File: config.mk
export PLATFORM = sky130hd
export DESIGN_NAME = cd_sector_sync
export DESIGN_NICKNAME = d
export VERILOG_FILES = /design/src/rtl/cd_sector_sync.sv
export SDC_FILE = /design/constraint.sdc
export NUM_CORES = 1
export LEC_CHECK = 0
export ABC_CLOCK_PERIOD_IN_PS = 7700
export CORE_UTILIZATION = 35
export CTS_CLUSTER_SIZE = 12
export DETAILED_ROUTE_END_ITERATION = 10
export GPL_TIMING_DRIVEN = 0
export PLACE_DENSITY = 0.6
export SLEW_MARGIN = 10
export SYNTH_ARGS = -nofsm -noshare
export SYNTH_HDL_FRONTEND = slang
export SYNTH_SLANG_ARGS = --single-unit
File: constraint.sdc
create_clock -name CLK -period 7.7 [get_ports CLK]
set_input_delay 1.54 -clock CLK [delete_from_list [all_inputs] [get_ports CLK]]
set_output_delay 1.54 -clock CLK [all_outputs]
set_load 0.02 [all_outputs]
File: src/rtl/cd_sector_sync.sv
// rtl/cd_sector_sync.sv - CD sector sync detector, flywheel framer and header extractor
//
// Ports:
//   CLK, RST (sync, active-high), CE (clock enable for all state)
//   CD_D[15:0]   drive data word, low byte first in stream order
//   CD_CK        asynchronous drive word strobe, one word per rising edge
//   OUT_D[15:0]  emitted sector word (descrambled from IDX 6 when enabled)
//   OUT_VALID    one-CE-cycle pulse per emitted word
//   OUT_IDX[10:0] word index within the sector
//   SECT_START / SECT_END  strobes with IDX 0 / IDX SECT_WORDS-1
//   HDR_MSF[23:0], HDR_MODE[7:0], HDR_VALID  header fields, updated at IDX 7
//   LOCK         high while framing is locked
//
// Optional: define CD_DESCRAMBLE_EN to descramble IDX 6..SECT_WORDS-1 with the
// x^15+x+1 keystream (seed 0x0001, reloaded at IDX 0).

module cd_sector_sync #(
    parameter int SECT_WORDS = 1176,
    parameter int MISS_MAX   = 3
) (
    input  logic        CLK,
    input  logic        RST,
    input  logic        CE,
    input  logic [15:0] CD_D,
    input  logic        CD_CK,
    output logic [15:0] OUT_D,
    output logic        OUT_VALID,
    output logic [10:0] OUT_IDX,
    output logic        SECT_START,
    output logic        SECT_END,
    output logic [23:0] HDR_MSF,
    output logic [7:0]  HDR_MODE,
    output logic        HDR_VALID,
    output logic        LOCK
);

    localparam int          MW       = (MISS_MAX < 2) ? 1 : $clog2(MISS_MAX + 1);
    localparam logic [MW:0] MISS_LIM = (MW + 1)'(MISS_MAX);
    localparam logic [10:0] IDX_LAST = 11'(SECT_WORDS - 1);

    typedef enum logic {ST_HUNT, ST_LOCKED} state_t;

    function automatic logic [15:0] sync_word(input logic [2:0] i);
        case (i)
            3'd0:    sync_word = 16'hFF00;
            3'd5:    sync_word = 16'h00FF;
            default: sync_word = 16'hFFFF;
        endcase
    endfunction

    state_t        state, state_nx;

    logic          ck_s1, ck_s2, ck_s3;
    logic          ck_rise;
    logic          cap_v;
    logic [15:0]   cap_d;

    logic [15:0]   hist [6];        // hist[5] is the newest word
    logic [15:0]   fifo_mem [8];
    logic [2:0]    wr_ptr, rd_ptr;
    logic [3:0]    fifo_cnt;

    logic          burst_act;       // replaying the 6 sync words after lock
    logic [10:0]   emit_idx;        // index of the next word to be emitted
    logic [MW-1:0] miss_cnt;
    logic          sect_bad;

    logic          sync_hit;
    logic          emit_v;
    logic [15:0]   emit_raw;
    logic [15:0]   emit_d;
    logic          mism;
    logic          bad_now;
    logic [MW:0]   miss_inc;
    logic          lose_lock;
    logic          push, pop;

    assign ck_rise = ck_s2 & ~ck_s3;
    assign LOCK    = (state == ST_LOCKED);

    // The word arriving now completes the pattern when the five older history
    // entries plus this word line up with the sync sequence.
    always_comb begin
        sync_hit = cap_v && (cap_d == 16'h00FF) && (hist[1] == 16'hFF00);
        for (int i = 2; i < 6; i++) begin
            if (hist[i] != 16'hFFFF) sync_hit = 1'b0;
        end
    end

    always_comb begin
        emit_v    = (state == ST_LOCKED) && (burst_act || (fifo_cnt != 4'd0));
        emit_raw  = burst_act ? sync_word(emit_idx[2:0]) : fifo_mem[rd_ptr];
        mism      = (emit_idx < 11'd6) && (emit_raw != sync_word(emit_idx[2:0]));
        bad_now   = ((emit_idx == 11'd0) ? 1'b0 : sect_bad) | mism;
        miss_inc  = {1'b0, miss_cnt} + 1'b1;
        lose_lock = emit_v && (emit_idx == 11'd5) && bad_now && (miss_inc >= MISS_LIM);
        push      = (state == ST_LOCKED) && cap_v && !lose_lock;
        pop       = emit_v && !burst_act;
    end

`ifdef CD_DESCRAMBLE_EN
    logic [14:0] lfsr;
    logic [14:0] lfsr_step;
    logic [15:0] ks;

    // Sixteen keystream bits per word, first bit lands in OUT_D[0].
    always_comb begin
        logic [14:0] l;
        l  = lfsr;
        ks = '0;
        for (int i = 0; i < 16; i++) begin
            ks[i] = l[0];
            l     = {l[0] ^ l[1], l[14:1]};
        end
        lfsr_step = l;
    end

    assign emit_d = (emit_idx >= 11'd6) ? (emit_raw ^ ks) : emit_raw;

    always_ff @(posedge CLK) begin
        if (RST) begin
            lfsr <= 15'h0001;
        end else if (CE && emit_v) begin
            if (emit_idx == 11'd0)
                lfsr <= 15'h0001;
            else if (emit_idx >= 11'd6)
                lfsr <= lfsr_step;
        end
    end
`else
    assign emit_d = emit_raw;
`endif

    always_comb begin
        state_nx = state;
        case (state)
            ST_HUNT:   if (sync_hit) state_nx = ST_LOCKED;
            ST_LOCKED: if (lose_lock) state_nx = ST_HUNT;
            default:   state_nx = ST_HUNT;
        endcase
    end

    always_ff @(posedge CLK) begin
        if (RST)
            state <= ST_HUNT;
        else if (CE)
            state <= state_nx;
    end

    always_ff @(posedge CLK) begin
        if (CE && push) fifo_mem[wr_ptr] <= cap_d;
    end

    always_ff @(posedge CLK) begin
        if (RST) begin
            ck_s1     <= 1'b0;
            ck_s2     <= 1'b0;
            ck_s3     <= 1'b0;
            cap_v     <= 1'b0;
            cap_d     <= '0;
            for (int i = 0; i < 6; i++) hist[i] <= '0;
            wr_ptr    <= '0;
            rd_ptr    <= '0;
            fifo_cnt  <= '0;
            burst_act <= 1'b0;
            emit_idx  <= '0;
            miss_cnt  <= '0;
            sect_bad  <= 1'b0;
        end else if (CE) begin
            ck_s1 <= CD_CK;
            ck_s2 <= ck_s1;
            ck_s3 <= ck_s2;
            cap_v <= ck_rise;
            if (ck_rise) cap_d <= CD_D;

            if (state == ST_HUNT && cap_v) begin
                for (int i = 0; i < 5; i++) hist[i] <= hist[i + 1];
                hist[5] <= cap_d;
            end else if (lose_lock) begin
                for (int i = 0; i < 6; i++) hist[i] <= '0;
            end

            // Anything still queued when lock is lost belongs to a sector we
            // are abandoning, so it is dropped.
            if (lose_lock) begin
                wr_ptr   <= '0;
                rd_ptr   <= '0;
                fifo_cnt <= '0;
            end else begin
                if (push) wr_ptr <= wr_ptr + 3'd1;
                if (pop)  rd_ptr <= rd_ptr + 3'd1;
                if (push && !pop)
                    fifo_cnt <= fifo_cnt + 4'd1;
                else if (pop && !push)
                    fifo_cnt <= fifo_cnt - 4'd1;
            end

            if (state == ST_HUNT && sync_hit) begin
                burst_act <= 1'b1;
                emit_idx  <= '0;
                miss_cnt  <= '0;
                sect_bad  <= 1'b0;
            end else if (emit_v) begin
                emit_idx <= (emit_idx == IDX_LAST) ? 11'd0 : emit_idx + 11'd1;
                sect_bad <= bad_now;
                if (emit_idx == 11'd5) begin
                    burst_act <= 1'b0;
                    if (!bad_now)
                        miss_cnt <= '0;
                    else if (lose_lock)
                        miss_cnt <= '0;
                    else
                        miss_cnt <= miss_inc[MW-1:0];
                end
            end
        end
    end

    always_ff @(posedge CLK) begin
        if (RST) begin
            OUT_D      <= '0;
            OUT_VALID  <= 1'b0;
            OUT_IDX    <= '0;
            SECT_START <= 1'b0;
            SECT_END   <= 1'b0;
            HDR_MSF    <= '0;
            HDR_MODE   <= '0;
            HDR_VALID  <= 1'b0;
        end else if (CE) begin
            OUT_VALID  <= emit_v;
            SECT_START <= emit_v && (emit_idx == 11'd0);
            SECT_END   <= emit_v && (emit_idx == IDX_LAST);
            HDR_VALID  <= emit_v && (emit_idx == 11'd7);
            if (emit_v) begin
                OUT_D   <= emit_d;
                OUT_IDX <= emit_idx;
                if (emit_idx == 11'd6)
                    HDR_MSF[23:8] <= {emit_d[7:0], emit_d[15:8]};
                if (emit_idx == 11'd7) begin
                    HDR_MSF[7:0] <= emit_d[7:0];
                    HDR_MODE     <= emit_d[15:8];
                end
            end
        end
    end

endmodule

==> impl_metrics.csv, run 1 <==
group,metric,value,unit
run_status,status,"complete, no violations",
clock_network,cts_tree,"done",
sta,skew,14.3,ps
sta,setup_violations,0,
sta,layout_min_cycle_time,5020,ps
sta,tightest_slew,1310,ps
power_and_ir_drop,powerDensity,228,nW/um^2
critical_path,cp.depth,18,
critical_path,rr_worst_depth,18,
drt,postRouteAntennaNets,0,
place,post-dp-hpwl,20.8,mm
yosys,synth_fp_nets,987,
clock_network,ctsHoldBuffers,0,
place,gp_congestion,0.812,
yosys,synth_most_common_cell,"edfxtp_1",
critical_path,r2r_slack,2680,ps
clock_network,ctsResizeCount,0,
power_and_ir_drop,leakage,5.25,nW
drt,dr.pass1.iters,5,
die,ioPinCount,84,
final_layout,area_growth,20.9,%
critical_path,cp.arrival,5440,ps
yosys,synth_edf_count,208,
place,dpl_cell_area,14100,um^2
grt,grt_pass1_vias,7879,
yosys,syn-cell-area,12600,um^2
die,start_util,35.5,%
die,die_width,191,um
critical_path,critPathMaxStageDelay,530,ps
grt,grt-ovfl-total,0,
final_layout,seq_area,8490,um^2
critical_path,reg2reg_to,"fifo_cnt[3]",
clock_network,cts_setup_buffers,0,
critical_path,required,8110,ps
final_layout,nFillCells,3272,
critical_path,crit_chain,"buf_1 -> buf_2 -> mux4_2 -> mux2i_1 -> clkinv_1 -> or4_1 -> a22o_1 -> a21oi_4 -> nor2_1 -> or2_1 -> ha_1 -> a21o_1 -> a21oi_1 -> nand3_1 -> o21ai_0 -> nand2_1 -> or3_1 -> o31ai_1",
critical_path,start_kind,"flop",
drt,avgRoutedWirePerCell,18.7,um
clock_network,cts.sinks,320,
drt,routed-via-count,7981,
clock_network,htree_levels,2,
yosys,yosysTopAreaCell,"edfxtp_1",
grt,antenna_found_initial,0,
sta,timing.final.hold_violations,0,
yosys,ys_types,54,
yosys,synth_common_cells,"edfxtp_1, dfxtp_1, nor2_1",
sta,setup_tns,0,ps
grt,grt_pass1_wl,45.4,mm
critical_path,worstSetupEndpointType,"flop",
sta,slew_headroom,12.6,%
critical_path,crit_path_max_fanout,10,
clock_network,path_clk_slew,60,ps
critical_path,worst_path_max_delay_cell,"or4_1",
drt,drtIter0Drc,519,
grt,grt_start_max_net_pins,65,
drt,via_per_inst,5.09,
yosys,seq_area_frac_synth,67.6,%
final_layout,multi_input_area,3870,um^2
yosys,synth_top_area_share,49.7,%
final_layout,drive_above_1_share,10.6,%
sta,finalMaxSlewViolations,0,
worst_hold_path,min_path_type,"flop to flop",
flow_run,drv_cap,0,
final_layout,antennaDiodeCount,0,
clock_network,clockBufferDepth,3,
grt,track_usage,16.4,%
yosys,syn_area_per_cell,13.1,um^2
die,die-area,36600,um^2
die,core_area,35400,um^2
yosys,ys_warn_count,0,
yosys,yosys_register_bits,320,
yosys,synth_flop_cell,"edfxtp_1",
die,fp.dieH,191,um
critical_path,critical_path_buf_inv_count,3,
final_layout,fin_nets,1115,
critical_path,cp_top_family,"simple AND/OR/NAND/NOR gates",
place,port-buffer-count,81,
yosys,async_flop_share,0,%
clock_network,cts_buffers,35,
power_and_ir_drop,vdd_ir_drop_max,0.000121,V
sta,rsz0062_at_grt,"false",
critical_path,endpoint,"fifo_cnt[3]",
clock_network,root_buffer,"clkbuf_16",
power_and_ir_drop,total_power,3.46,mW
clock_network,clock_latency,510,ps
final_layout,stdcell_area,15200,um^2
sta,min_period_over_period,65.2,%
yosys,syn_inst,956,
critical_path,critPathKind,"flop to flop",
yosys,synth_area_leaders,"edfxtp_1, dfxtp_1, mux4_2",
drt,wl,29.3,mm
drt,drc,0,
sta,fmax,199,MHz
die,row_count,69,
## cell type report
cell class                 instances  area share, %
sequential                       320           55.9
multi-input combinational        578           25.5
clock buffer                      52           6.37
timing repair buffer              91           6.31
tap                              461           3.80
buffer                            49           1.30
clock inverter                     9          0.643
inverter                           9          0.222
## flip-flops by register name, summed over array words and instances (netlist names), 3 cells and up, named ones only
signal and flops:
wr_ptr 3, rd_ptr 3, fifo_cnt 4, cap_d 16, OUT_IDX 11, hist 80, HDR_MODE 8, HDR_MSF 24
OUT_D 16, emit_idx 11, fifo_mem 128
## cell usage in the layout, fill, tap and decap left out, types with 4 or more instances in the layout
master           instances
a211oi_1                34
a21oi_1                 52
and2_1                  82
and3_1                   4
buf_2                    7
buf_6                    4
buf_8                    5
clkbuf_1                52
clkbuf_16               35
clkdlybuf4s50_1         81
clkinv_2                 5
dfxtp_1                112
edfxtp_1               208
ha_1                    10
inv_1                    7
mux2_2                   4
mux2i_1                 15
mux4_2                  32
nand2_1                 91
nand3_1                 18
nand4_1                 24
nor2_1                 103
nor2_2                   6
nor3_1                   6
nor4_1                  10
o21a_1                   6
o21ai_0                  7
o31ai_1                  6
or2_2                    4
or3_1                   10
xor2_1                  10
## how the worst min path moves through the flow
stage                    start    endpoint  cells after the start
floorplan             sect_bad    sect_bad                      2
global placement    OUT_IDX[6]  OUT_IDX[6]                      2
detailed placement  OUT_IDX[5]  OUT_IDX[5]                      2
CTS                 OUT_IDX[5]  OUT_IDX[5]                      2
global route        OUT_IDX[7]  OUT_IDX[7]                      2
finish              OUT_IDX[3]  OUT_IDX[3]                      2
## cells by family after synthesis
logic type	synth area share, %
simple gates	14.9
xor+xnor	0.698
compound gates	6.49
mux	7.29
fa+ha+maj	1.16
buf+inv	1.84
flops	67.6
## report_power, final
part / switching (mW) / internal, mW / total (mW) / leakage (nW)
clock: 0.638 / 0.936 / 1.57 / 0.524
combinational: 0.0295 / 0.0139 / 0.0434 / 1.55
sequential: 0.0130 / 1.83 / 1.85 / 3.17
## metal layers
metal  vias up  global-route usage, %  share of wire [%]
met5         -                      0                  0
met4         0                   3.72                1.4
met3        36                   2.50                4.7
met2       196                   27.0                 47
met1      3968                   22.7                 47
li1       3781                      -                  -
## per-stage QoR
stage | hold WS, ps | cells | setup slack [ps] | util (%)
2_1_floorplan | 441 | 956 | 3330 | -
3_3_place_gp | 446 | 1498 | 1330 | 39.4
3_5_place_dp | 446 | 1508 | 2710 | 39.9
4_1_cts | 455 | 1569 | 2680 | 42.9
5_1_grt | 478 | 1569 | 2410 | 42.9
6_report | 453 | 1569 | 2680 | 42.9
## worst min-delay path, delay by kind of cell, from the launching register on
| kind | cells | cell delay [ps] |
|---|---|---|
| AND/OR/NAND/NOR | 1 | 50 |
| AO/OA/AOI/OAI | 1 | 50 |
| flip-flops | 1 | 310 |
No activity file was read; power rests on OpenSTA's default activity.
==> run 2, diff against run 1 <==
Settings changed: ABC_CLOCK_PERIOD_IN_PS 7700 to 4340, PLACE_DENSITY 0.6 to 0.62.
Clock period 7.7 ns to 4.34 ns, I/O delays scaled along.
==> impl_metrics.csv, run 2 (synthesis results as in run 1) <==
group,metric,value,unit
power_and_ir_drop,leakage,5.30,nW
die,die_width,191,um
die,die-area,36600,um^2
worst_hold_path,hold_path_depth,2,
final_layout,reg_top3,"fifo_mem (128), hist (80), HDR_MSF (24)",
final_layout,final_core_util,43.6,%
grt,grt_start_max_net_pins,65,
critical_path,crit_path_max_fanout,4,
final_layout,drive_above_1_share,12.4,%
place,gp_congestion,0.802,
drt,via_per_inst,5.05,
critical_path,worstSetupEndpointType,"flop",
sta,worst_hold_slack,458,ps
sta,skew,28.7,ps
grt,grt_pass1_vias,7954,
critical_path,rr_worst_depth,17,
critical_path,cp.arrival,4580,ps
critical_path,required,4750,ps
worst_hold_path,worstHoldStart,"SECT_START",
clock_network,htree_levels,2,
power_and_ir_drop,vdd_ir_drop_max,0.000204,V
sta,slew_headroom,22.0,%
final_layout,antennaDiodeCount,0,
clock_network,root_buffer,"clkbuf_16",
final_layout,top_register,"fifo_mem",
final_layout,nFillCells,3273,
clock_network,cts.sinks,320,
final_layout,fin_nets,1120,
sta,layout_min_cycle_time,4170,ps
sta,timing.final.hold_violations,0,
grt,grt_pass1_wl,45.4,mm
die,start_util,35.5,%
clock_network,clockBufferDepth,3,
critical_path,critPathKind,"flop to flop",
final_layout,final_common_cell,"edfxtp_1",
grt,track_usage,16.4,%
clock_network,ctsHoldBuffers,0,
sta,rsz0062_at_grt,"true",
sta,tightest_slew,1160,ps
clock_network,path_clk_slew,60,ps
critical_path,reg2reg_to,"fifo_cnt[3]",
sta,setup_tns,0,ps
final_layout,final_cell_mix,"edfxtp_1, dfxtp_1, nor2_1",
clock_network,cts_buffers,35,
die,ioPinCount,84,
critical_path,r2r_slack,170,ps
worst_hold_path,min_path_type,"flop to flop",
place,post-dp-hpwl,20.6,mm
drt,dr.pass1.iters,4,
drt,drtIter0Drc,549,
drt,postRouteAntennaNets,0,
grt,grt-ovfl-total,0,
final_layout,instances_no_fill,1572,
flow_run,drv_cap,0,
sta,fmax,240,MHz
sta,finalMaxSlewViolations,0,
critical_path,start_kind,"flop",
drt,drc,0,
drt,wl,29.3,mm
run_status,status,"complete, no violations",
sta,setup_violations,0,
worst_hold_path,hold_path_end,"SECT_START",
final_layout,area_growth,22.8,%
drt,routed-via-count,7932,
sta,min_period_over_period,96.0,%
die,core_area,35400,um^2
clock_network,cts_tree,"done",
drt,avgRoutedWirePerCell,18.6,um
clock_network,clock_latency,510,ps
place,port-buffer-count,81,
final_layout,largest_reg_flops,128,
die,row_count,69,
place,post-place-cells,1508,
grt,antenna_found_initial,0,
die,fp.dieH,191,um
power_and_ir_drop,powerDensity,393,nW/um^2
[run 2: cell types whose count changed in the layout (fill, tap and decap cells not counted), moves of 3 or more]
cell       before  now
mux2i_4         0    8
buf_2           7    1
buf_4           1    5
clkinv_2        5    0
mux2i_1        15    4
mux2i_2         0    3
clkbuf_16      35   38
dfxtp_1       112  109
buf_6           4    8
[run 2: area by class of cell]
class / instances / area [um^2] / share of cell area (%)
sequential: 320 / 8490 / 55.1
clock inverter: 5 / 28.8 / 0.187
multi-input combinational: 578 / 4000 / 25.9
buffer: 48 / 253 / 1.64
inverter: 9 / 33.8 / 0.219
tap: 461 / 577 / 3.74
timing repair buffer: 97 / 1030 / 6.65
clock buffer: 54 / 1010 / 6.54
[run 2: worst max path at each step]
stage	start	endpoint	slack [ps]	cells after the start
after global routing	flop	fifo_cnt[3]	-10	17
after floorplan	flop	fifo_mem[0][0]	100	10
after global placement	flop	fifo_mem[1][9]	-2020	10
after detailed placement	flop	fifo_cnt[3]	-740	18
after CTS	flop	fifo_cnt[3]	4	18
final	flop	fifo_cnt[3]	170	17
[run 2: metrics by stage]
step,cell area [um^2],total power [mW],worst slack (ps)
floorplan,12600,3.37,96.9
global placement,13900,3.42,-2020
detailed placement,14100,3.42,-741
CTS,15300,6.12,4.27
global route,15400,6.23,-11.6
finish,15400,6.06,172
[run 2: per-layer routing]
| layer | share of wire (%) | global-route usage, % | vias up | wire (um) |
|---|---|---|---|---|
| met4 | 2.5 | 5.22 | 0 | 742 |
| met1 | 47 | 22.5 | 3882 | 13800 |
| met3 | 4.9 | 2.97 | 50 | 1420 |
| met5 | 0 | 0 | - | 0 |
| met2 | 46 | 26.1 | 206 | 13400 |
| li1 | - | - | 3794 | - |
[run 2: worst max-delay path, cell delays in order, from the launching register on]
cell       delay (ps)
dfxtp_4           370
clkbuf_16         150
mux4_2            480
mux2_4            290
or3_1             350
or4_1             410
a22o_1            280
a21oi_4           170
nor2_2             50
or2_1             230
ha_1              280
a21o_1            190
a21oi_2           150
nand3_1            90
o21ai_1            90
nand2_1            80
or3_1             340
o31ai_1            70
[run 2: power breakdown]
part / switching [mW] / total [mW] / internal [mW]
clock network: 1.12 / 2.71 / 1.59
registers: 0.0228 / 3.28 / 3.25
logic: 0.0527 / 0.0775 / 0.0248
total: 1.19 / 6.06 / 4.87
[run 2: repair_timing]
item / in CTS / in global routing
buffers inserted: 1 / 3
gates cloned: 0 / 2
gates resized for setup: 25 / 22
setup endpoints to repair: 211 / 88
pin swaps: 1 / 3
==> run 3, diff against run 2 <==
==> constraint.sdc (replaced) <==
create_clock -name CLK -period 4.34 [get_ports CLK]
set_input_delay 0.434 -clock CLK [delete_from_list [all_inputs] [get_ports CLK]]
set_output_delay 0.434 -clock CLK [all_outputs]
set_load 0.02 [all_outputs]
==> results of run 3 <==
The final DEF is identical to that of run 2; final timing and power are the same.
